### config.mk
export PLATFORM = sky130hd
export DESIGN_NAME = fb_rect_writer
export DESIGN_NICKNAME = d
export VERILOG_FILES = /design/src/rtl/fb_rect_writer.sv
export SDC_FILE = /design/constraint.sdc
export NUM_CORES = 1
export LEC_CHECK = 0
export CAP_MARGIN = 30
export CELL_PAD_IN_SITES_DETAIL_PLACEMENT = 1
export CELL_PAD_IN_SITES_GLOBAL_PLACEMENT = 1
export CORE_MARGIN = 4
export CORE_UTILIZATION = 43
export DETAILED_ROUTE_END_ITERATION = 10
export PLACE_DENSITY = 0.8
export SKIP_LAST_GASP = 1
export SYNTH_ARGS = -nofsm -noshare
export SYNTH_HDL_FRONTEND = slang
export SYNTH_SLANG_ARGS = --single-unit
export TNS_END_PERCENT = 30
### constraint.sdc
create_clock -name clk -period 3.55 [get_ports clk]
set_clock_uncertainty 0.15 [all_clocks]
set_input_delay 0.8875 -clock clk [delete_from_list [all_inputs] [get_ports clk]]
set_output_delay 0.8875 -clock clk [all_outputs]
set_load 0.05 [all_outputs]
### src/rtl/fb_rect_writer.sv
// fb_rect_writer: write-side master of the pixel frame memory.
// Accepts rectangle-fill commands, clips them to the frame, then walks the rectangle in raster
// order and writes one pixel per SRAM cycle: address/data setup, active-low strobe, data hold.
// The bus is only used while the display path grants it. A write whose strobe has started is
// always completed.
//
// Ports:
//   clk, reset          system clock, asynchronous active-low reset
//   cmd_valid/cmd_ready command handshake (ready only in IDLE)
//   cmd_x, cmd_y        top-left corner
//   cmd_w, cmd_h        extent in pixels (0..2**bits)
//   cmd_color           16-bit fill colour
//   mem_grant           display path releases the bus this cycle
//   addr                frame memory address {y, x}
//   pixel_color         write data
//   data_oe             drive pixel_color onto the shared bus
//   write_memory        active-low write strobe (registered, glitch-free)
//   busy                command in progress
//   done                one-cycle pulse after the last pixel's hold cycle
//   pix_count           pixels written for the current/last command
module fb_rect_writer #(
  parameter int unsigned X_BITS     = 8,
  parameter int unsigned Y_BITS     = 8,
  parameter int unsigned SETUP_CYC  = 1,
  parameter int unsigned STROBE_CYC = 2
) (
  input  logic              clk,
  input  logic              reset,
  input  logic              cmd_valid,
  output logic              cmd_ready,
  input  logic [X_BITS-1:0] cmd_x,
  input  logic [Y_BITS-1:0] cmd_y,
  input  logic [X_BITS:0]   cmd_w,
  input  logic [Y_BITS:0]   cmd_h,
  input  logic [15:0]       cmd_color,
  input  logic              mem_grant,
  output logic [15:0]       addr,
  output logic [15:0]       pixel_color,
  output logic              data_oe,
  output logic              write_memory,
  output logic              busy,
  output logic              done,
  output logic [16:0]       pix_count
);

  typedef enum logic [2:0] {
    StIdle, StClip, StWait, StSetup, StStrobe, StHold, StDone
  } state_e;

  localparam logic [X_BITS:0] FRAME_W     = {1'b1, {X_BITS{1'b0}}};
  localparam logic [Y_BITS:0] FRAME_H     = {1'b1, {Y_BITS{1'b0}}};
  localparam logic [7:0]      SETUP_LAST  = 8'(SETUP_CYC - 1);
  localparam logic [7:0]      STROBE_LAST = 8'(STROBE_CYC - 1);

  state_e            state;
  logic [X_BITS-1:0] lat_x;
  logic [Y_BITS-1:0] lat_y;
  logic [X_BITS:0]   lat_w;
  logic [Y_BITS:0]   lat_h;
  logic [15:0]       lat_color;
  logic [X_BITS:0]   x_end;
  logic [Y_BITS:0]   y_end;
  logic [X_BITS-1:0] cur_x;
  logic [Y_BITS-1:0] cur_y;
  logic [7:0]        cnt;

  // Clipping: one extra bit holds x+w without wrap, then saturate at the frame edge.
  logic [X_BITS:0] x_sum, x_end_c;
  logic [Y_BITS:0] y_sum, y_end_c;
  logic            empty_rect;

  always_comb begin
    x_sum      = {1'b0, lat_x} + lat_w;
    y_sum      = {1'b0, lat_y} + lat_h;
    x_end_c    = (x_sum > FRAME_W) ? FRAME_W : x_sum;
    y_end_c    = (y_sum > FRAME_H) ? FRAME_H : y_sum;
    empty_rect = (lat_w == '0) || (lat_h == '0);
  end

  // Raster advance evaluated in HOLD.
  logic [X_BITS:0]   x_inc;
  logic [Y_BITS:0]   y_inc;
  logic              row_wrap, last_pix;
  logic [X_BITS-1:0] nxt_x;
  logic [Y_BITS-1:0] nxt_y;

  always_comb begin
    x_inc    = {1'b0, cur_x} + 1'b1;
    y_inc    = {1'b0, cur_y} + 1'b1;
    row_wrap = (x_inc == x_end);
    last_pix = row_wrap && (y_inc == y_end);
    nxt_x    = row_wrap ? lat_x : x_inc[X_BITS-1:0];
    nxt_y    = row_wrap ? y_inc[Y_BITS-1:0] : cur_y;
  end

  always_ff @(posedge clk or negedge reset) begin
    if (!reset) begin
      state        <= StIdle;
      cmd_ready    <= 1'b0;
      addr         <= '0;
      pixel_color  <= '0;
      data_oe      <= 1'b0;
      write_memory <= 1'b1;
      busy         <= 1'b0;
      done         <= 1'b0;
      pix_count    <= '0;
      lat_x        <= '0;
      lat_y        <= '0;
      lat_w        <= '0;
      lat_h        <= '0;
      lat_color    <= '0;
      x_end        <= '0;
      y_end        <= '0;
      cur_x        <= '0;
      cur_y        <= '0;
      cnt          <= '0;
    end else begin
      unique case (state)
        StIdle: begin
          cmd_ready <= 1'b1;
          if (cmd_valid && cmd_ready) begin
            lat_x     <= cmd_x;
            lat_y     <= cmd_y;
            lat_w     <= cmd_w;
            lat_h     <= cmd_h;
            lat_color <= cmd_color;
            pix_count <= '0;
            busy      <= 1'b1;
            cmd_ready <= 1'b0;
            state     <= StClip;
          end
        end
        StClip: begin
          x_end <= x_end_c;
          y_end <= y_end_c;
          if (empty_rect) begin
            done  <= 1'b1;
            busy  <= 1'b0;
            state <= StDone;
          end else begin
            cur_x <= lat_x;
            cur_y <= lat_y;
            state <= StWait;
          end
        end
        StWait: begin
          data_oe      <= 1'b0;
          write_memory <= 1'b1;
          if (mem_grant) begin
            addr        <= {cur_y, cur_x};
            pixel_color <= lat_color;
            data_oe     <= 1'b1;
            cnt         <= '0;
            state       <= StSetup;
          end
        end
        StSetup: begin
          if (!mem_grant) begin
            // Lost the bus before the strobe: back off, pixel retried later.
            data_oe <= 1'b0;
            state   <= StWait;
          end else if (cnt == SETUP_LAST) begin
            write_memory <= 1'b0;
            cnt          <= '0;
            state        <= StStrobe;
          end else begin
            cnt <= cnt + 1'b1;
          end
        end
        StStrobe: begin
          // Grant is deliberately ignored so a started write is never torn.
          if (cnt == STROBE_LAST) begin
            write_memory <= 1'b1;
            pix_count    <= pix_count + 1'b1;
            state        <= StHold;
          end else begin
            cnt <= cnt + 1'b1;
          end
        end
        StHold: begin
          cur_x <= nxt_x;
          cur_y <= nxt_y;
          if (last_pix) begin
            data_oe <= 1'b0;
            done    <= 1'b1;
            busy    <= 1'b0;
            state   <= StDone;
          end else if (mem_grant) begin
            addr  <= {nxt_y, nxt_x};
            cnt   <= '0;
            state <= StSetup;
          end else begin
            data_oe <= 1'b0;
            state   <= StWait;
          end
        end
        StDone: begin
          done      <= 1'b0;
          data_oe   <= 1'b0;
          cmd_ready <= 1'b1;
          state     <= StIdle;
        end
        default: state <= StIdle;
      endcase
    end
  end

endmodule

Word level (Yosys, flattened, before mapping)

Cells that the tools add are included.

Flip-flop bits (word level): 149
Logic and storage cells: 121
Input port bits: 54
Output and inout bits: 54

$add $sub $neg: 6
$lt $le $gt $ge: 2
Reduce and logical (&&, ||, !) cells: 26
Equality and inequality tests: 21
Multiplexer cells: 47

Operators by type and width:

| cell                  | number |
|---|---|
| $mux 8                | 9 |
| $mux 16               | 3 |
| $mux 17               | 2 |
| $pmux 17 s2           | 1 |
| $pmux 16 s2           | 1 |
| $pmux 8 s2            | 2 |
| $pmux 8 s4            | 1 |
| $ne 2x2->1 const B    | 11 |
| $mux 3                | 7 |
| $reduce_and 4->1      | 5 |
| $add 8x1->9 const B   | 2 |
| $add 8x9->9           | 2 |
| $eq 9x9->1            | 2 |
| $gt 9x9->1 const B    | 2 |
| $logic_not 9->1       | 2 |
| $mux 9                | 2 |
| $pmux 3 s6            | 1 |
| $add 17x1->17 const B | 1 |
| $mux 1                | 13 |
| $eq 3x3->1 const B    | 3 |
| $pmux 1 s3            | 3 |
| $reduce_bool 3->1     | 3 |
| $add 8x1->8 const B   | 1 |
| $eq 8x1->1 const B    | 1 |
| 13 further kinds      | 22 |

Depth between registers and ports, before layout

Word-level depth: 6
Depth in mapped cells: 11
Mapped depth without buffers: 10

Worst setup path before layout

OpenSTA, ideal clock, no wires.

Path type: register -> register
From: register cur_x[0]
To: register cur_x[2]
Buffers on the path: 1
Stages on the path, launching flop included: 10
Clock period less this slack: 2727 ps
Data required time: 3277 ps
Data arrival time: 2454 ps
Library setup time: 123 ps
Slack: 823 ps
Cell sequence: dfrtp_1 ha_1 and4_1 buf_2 a2111oi_4 a211oi_1 o21a_1 nor4_4 a21oi_2 o221a_2

Cells in the longest elaborated chain, start to end: 4

Ends and longest elaborated chain:

| element                  | RTL line | text |
|---|---|---|
| start: declaration       | 63       | `logic [X_BITS-1:0] cur_x;` |
| start signal: assignment | 141      | `cur_x <= lat_x;` |
| start signal: assignment | 181      | `cur_x <= nxt_x;` |
| $add 8x1->9 *            | 88       | `x_inc = {1'b0, cur_x} + 1'b1;` |
| $eq 9x9->1               | 90       | `row_wrap = (x_inc == x_end);` |
| $mux 8 *                 | 92       | `nxt_x = row_wrap ? lat_x : x_inc[X_BITS-1:0];` |
| $pmux 8 s2 *             | 118      | `unique case (state)` |

Mark *: on every way between the ends. The rest lies on a longest branch, timed or not.
A chain may end at the register's enable or synchronous reset.

Worst setup path in the final report

From: register cur_y[2]
To: register addr[1]

Cells in the longest elaborated chain, start to end: 5

Ends and longest elaborated chain:

| element                    | RTL line | text |
|---|---|---|
| start: declaration         | 64       | `logic [Y_BITS-1:0] cur_y;` |
| start signal: assignment   | 142      | `cur_y <= lat_y;` |
| start signal: assignment   | 182      | `cur_y <= nxt_y;` |
| $add 8x1->9                | 89       | `y_inc = {1'b0, cur_y} + 1'b1;` |
| $eq 9x9->1                 | 91       | `last_pix = row_wrap && (y_inc == y_end);` |
| $logic_and 1x1->1          | 91       |  |
| $ne 2x2->1 (no line)       | --       |  |
| $reduce_and 4->1 (no line) | --       |  |
| end signal: assignment     | 150      | `addr <= {cur_y, cur_x};` |
| end signal: assignment     | 189      | `addr <= {nxt_y, nxt_x};` |
| end: declaration           | 37       | `output logic [15:0] addr,` |

Every way passes these cells.

==> flow_metrics.env <==
export IMPL_slew_violations=0
export IMPL_crit_path_start_kind="flop"
export IMPL_cts_tree="built"
export IMPL_cts_resized=0
export IMPL_final_common_cell="nand2_1"
export IMPL_wl_per_cell_um=19.1
export IMPL_timing_final_crit_share_pct=92.5
export IMPL_setup_viol=0
export IMPL_dp_cells=1207
export IMPL_area_growth_pct=23.4
export IMPL_grt_max_degree=71
export IMPL_ys_seq_elements=149
export IMPL_via_count=7054
export IMPL_cp_required_ns=3.71
export IMPL_synthCells=894
export IMPL_syn_area_um2=8190
export IMPL_cts_root_buf="clkbuf_16"
export IMPL_place_area_um2=9520
export IMPL_async_flop_share_pct=100
export IMPL_rows=50
export IMPL_io_pins=108
export IMPL_final_nets=1070
export IMPL_synth_edff_count=0
export IMPL_nFillCells=2136
export IMPL_final_cell_area_um2=10100
export IMPL_clkTransAtPathRegs_ns=0.06
export IMPL_fp_dieArea_um2=21300
export IMPL_timing_setup_tns_ns=0
export IMPL_clk_latency_ns=0.43
export IMPL_crit_path_end_kind="flop"
export IMPL_start_util_pct=43.8
export IMPL_drive_gt1_share_pct=10.0
export IMPL_critical_path_max_stage_delay_ns=0.53
export IMPL_design_core_area_um2=18700
export IMPL_dp_slack_ns=0.282
export IMPL_layout_cells_non_filler=1239
export IMPL_die_y_um=146
export IMPL_crit_slowest_cell="nor4_1"
export IMPL_fin_hold_ws_ns=0.305
export IMPL_critPathArrivalTime_ns=3.45
export IMPL_yosysWarnings=0
export IMPL_fp_dieW_um=146
export IMPL_vias_per_cell=5.69
export IMPL_syn_area_per_cell_um2=9.16
export IMPL_grt_remaining_overflow=0
export IMPL_drt_iter0_drc=327
export IMPL_power_density_nw_per_um2=939
export IMPL_grtUsageTotal_pct=22.7
export IMPL_peakVddDrop_mv=0.393
export IMPL_synth_nets=972
export IMPL_worstPathCellList="nand3_1, nor4_1, xnor3_1, o2111a_1, o2111ai_4, a21o_1, mux2_2"
export IMPL_wirelength_um=23700
export IMPL_first_pass_iters=6
export IMPL_numPortBuffers=107
export IMPL_cts_buffer_depth=2
export IMPL_hold_violations=0
export IMPL_antenna_cells=0
export IMPL_ctsHoldBuffers=0
export IMPL_final_antenna_net_count=0
export IMPL_cts_buffers_inserted=17
export IMPL_crit_type="flop to flop"
export IMPL_rsz0062_at_grt="no"
export IMPL_grt_pass1_vias=7551
export IMPL_crit_fanout=15
export IMPL_worstMarginPinSlew_ns=0.801
export IMPL_run_status="finished, final reports clean"
export IMPL_grt_pass1_wl_um=39600
export IMPL_max_freq_ghz=0.304
export IMPL_drcViolationCount=0
export IMPL_dp_hpwl_um=16900
export IMPL_most_common_layout_cells="185 x nand2_1, 148 x dfrtp_1, 106 x clkdlybuf4s50_1"
export IMPL_p_leak_uw=0.00437
export IMPL_synth_yosys_seq_area_share_pct=45.5
export IMPL_h_tree_depth=4
export IMPL_antenna_found_initial=1
export IMPL_globalplace_congestion=0.870
export IMPL_period_needed_ns=3.29
export IMPL_hp_class="input pin to async pin"
export IMPL_slew_headroom_pct=46.6
export IMPL_postLayoutSetupSlackWorst_ns=0.265
export IMPL_postCtsSetupRepairBufs=0
export IMPL_synth_flop_cell="dfrtp_1"
export IMPL_synth_cell_types=70
export IMPL_drv_cap=0
export IMPL_cts_num_sinks=149
[cell families (layout without fill, tap and decap cells)]
| group | Yosys count | in the layout | synth area share, % |
|---|---|---|---|
| XOR/XNOR | 41 | 41 | 4.55 |
| adder cells (fa/ha/maj) | 24 | 24 | 3.85 |
| buffers and inverters | 85 | 196 | 4.41 |
| multiplexers | 28 | 28 | 3.80 |
| flip-flops | 149 | 149 | 45.5 |
| AO/OA/AOI/OAI | 190 | 190 | 16.7 |
| AND/OR/NAND/NOR | 377 | 377 | 21.1 |
[critical path, delay by kind of cell, from the launching register on]
| family | cells | cell delay, ns |
|---|---|---|
| mux | 1 | 0.40 |
| flops | 1 | 0.49 |
| xor+xnor | 1 | 0.29 |
| compound gates | 3 | 0.91 |
| simple gates | 2 | 0.92 |
[per-stage QoR]
stage | utilization (%) | power [µW]
2_1_floorplan | - | 6190
3_3_place_gp | 50.9 | 7490
3_5_place_dp | 50.9 | 7650
4_1_cts | 54.1 | 9560
5_1_grt | 54.1 | 10200
6_report | 54.1 | 9500
[per-layer routing]
layer / routed length [µm] / global-route usage [%] / vias to the layer above
li1: - / - / 3359
met5: 13 / 0 / -
met2: 11900 / 38.3 / 140
met3: 836 / 4.35 / 35
met4: 438 / 6.63 / 2
met1: 10500 / 29.8 / 3518
[Yosys cell counts, types with 4 or more instances]
cell type	count	area [µm²]
o32ai_1	4	35.0
a21oi_1	39	195
or2_2	4	25.0
nor2_1	62	233
ha_1	22	275
o211ai_1	4	30.0
o41ai_1	8	70.1
nor4_1	7	43.8
mux2_2	23	259
and3_1	12	75.1
a31oi_1	21	131
o221a_2	7	78.8
nor3b_1	7	52.6
clkbuf_1	35	131
a311oi_1	6	52.6
and2_1	6	37.5
a21o_1	7	52.6
dfrtp_1	148	3700
inv_1	37	139
nand4_1	8	50.1
nand3_1	24	120
a41oi_1	5	43.8
and4_1	4	35.0
buf_6	4	45.0
nor3_1	24	120
xnor2_1	20	175
nor2b_1	9	56.3
nand2b_1	5	31.3
o22ai_1	14	87.6
a211oi_1	17	128
or3_1	10	62.6
buf_2	7	35.0
nand2_1	185	694
o21ai_0	29	145
xor2_1	20	175
[sequential cells by signal, indices dropped and copies added (netlist names)]
name and cells:
addr 16, busy 1, cmd_ready 1, cnt 8
cur_x 8, cur_y 8, data_oe 1, done 1
lat_color 16, lat_h 9, lat_w 9, lat_x 8
lat_y 8, pix_count 17, pixel_color 16, state 3
write_memory 1, x_end 9, y_end 9
[layout make-up]
type,instances,area (µm²),share of cell area [%]
clock inverters,13,150,1.48
flip-flops and latches,149,3730,36.9
repair buffers,127,1250,12.3
well taps,234,293,2.89
clock buffers,19,443,4.38
multi-input cells,660,4110,40.7
inverters,37,139,1.37
[report_power, final]
part	switching [µW]	internal [µW]	total, µW
Sequential	768	2380	3140
Clock	763	1060	1830
Combinational	2740	1780	4520
Total	4270	5220	9500
[final timing paths]
| check | end | slack, ns | depth (start not counted) | startpoint |
|---|---|---|---|---|
| max in group asynchronous | lat_y[1] | 2.08 | 2 | reset |
| worst min-delay path | pix_count[10] | 0.31 | 1 | reset |
| worst max register to register | addr[1] | 0.26 | 7 | cur_y[2] |
| worst max-delay path | addr[1] | 0.26 | 7 | cur_y[2] |
| worst min register to register | lat_color[10] | 0.33 | 2 | lat_color[10] |
| min in group clk | lat_color[10] | 0.33 | 2 | lat_color[10] |
Note: power is estimated with default switching activity, not from simulation.
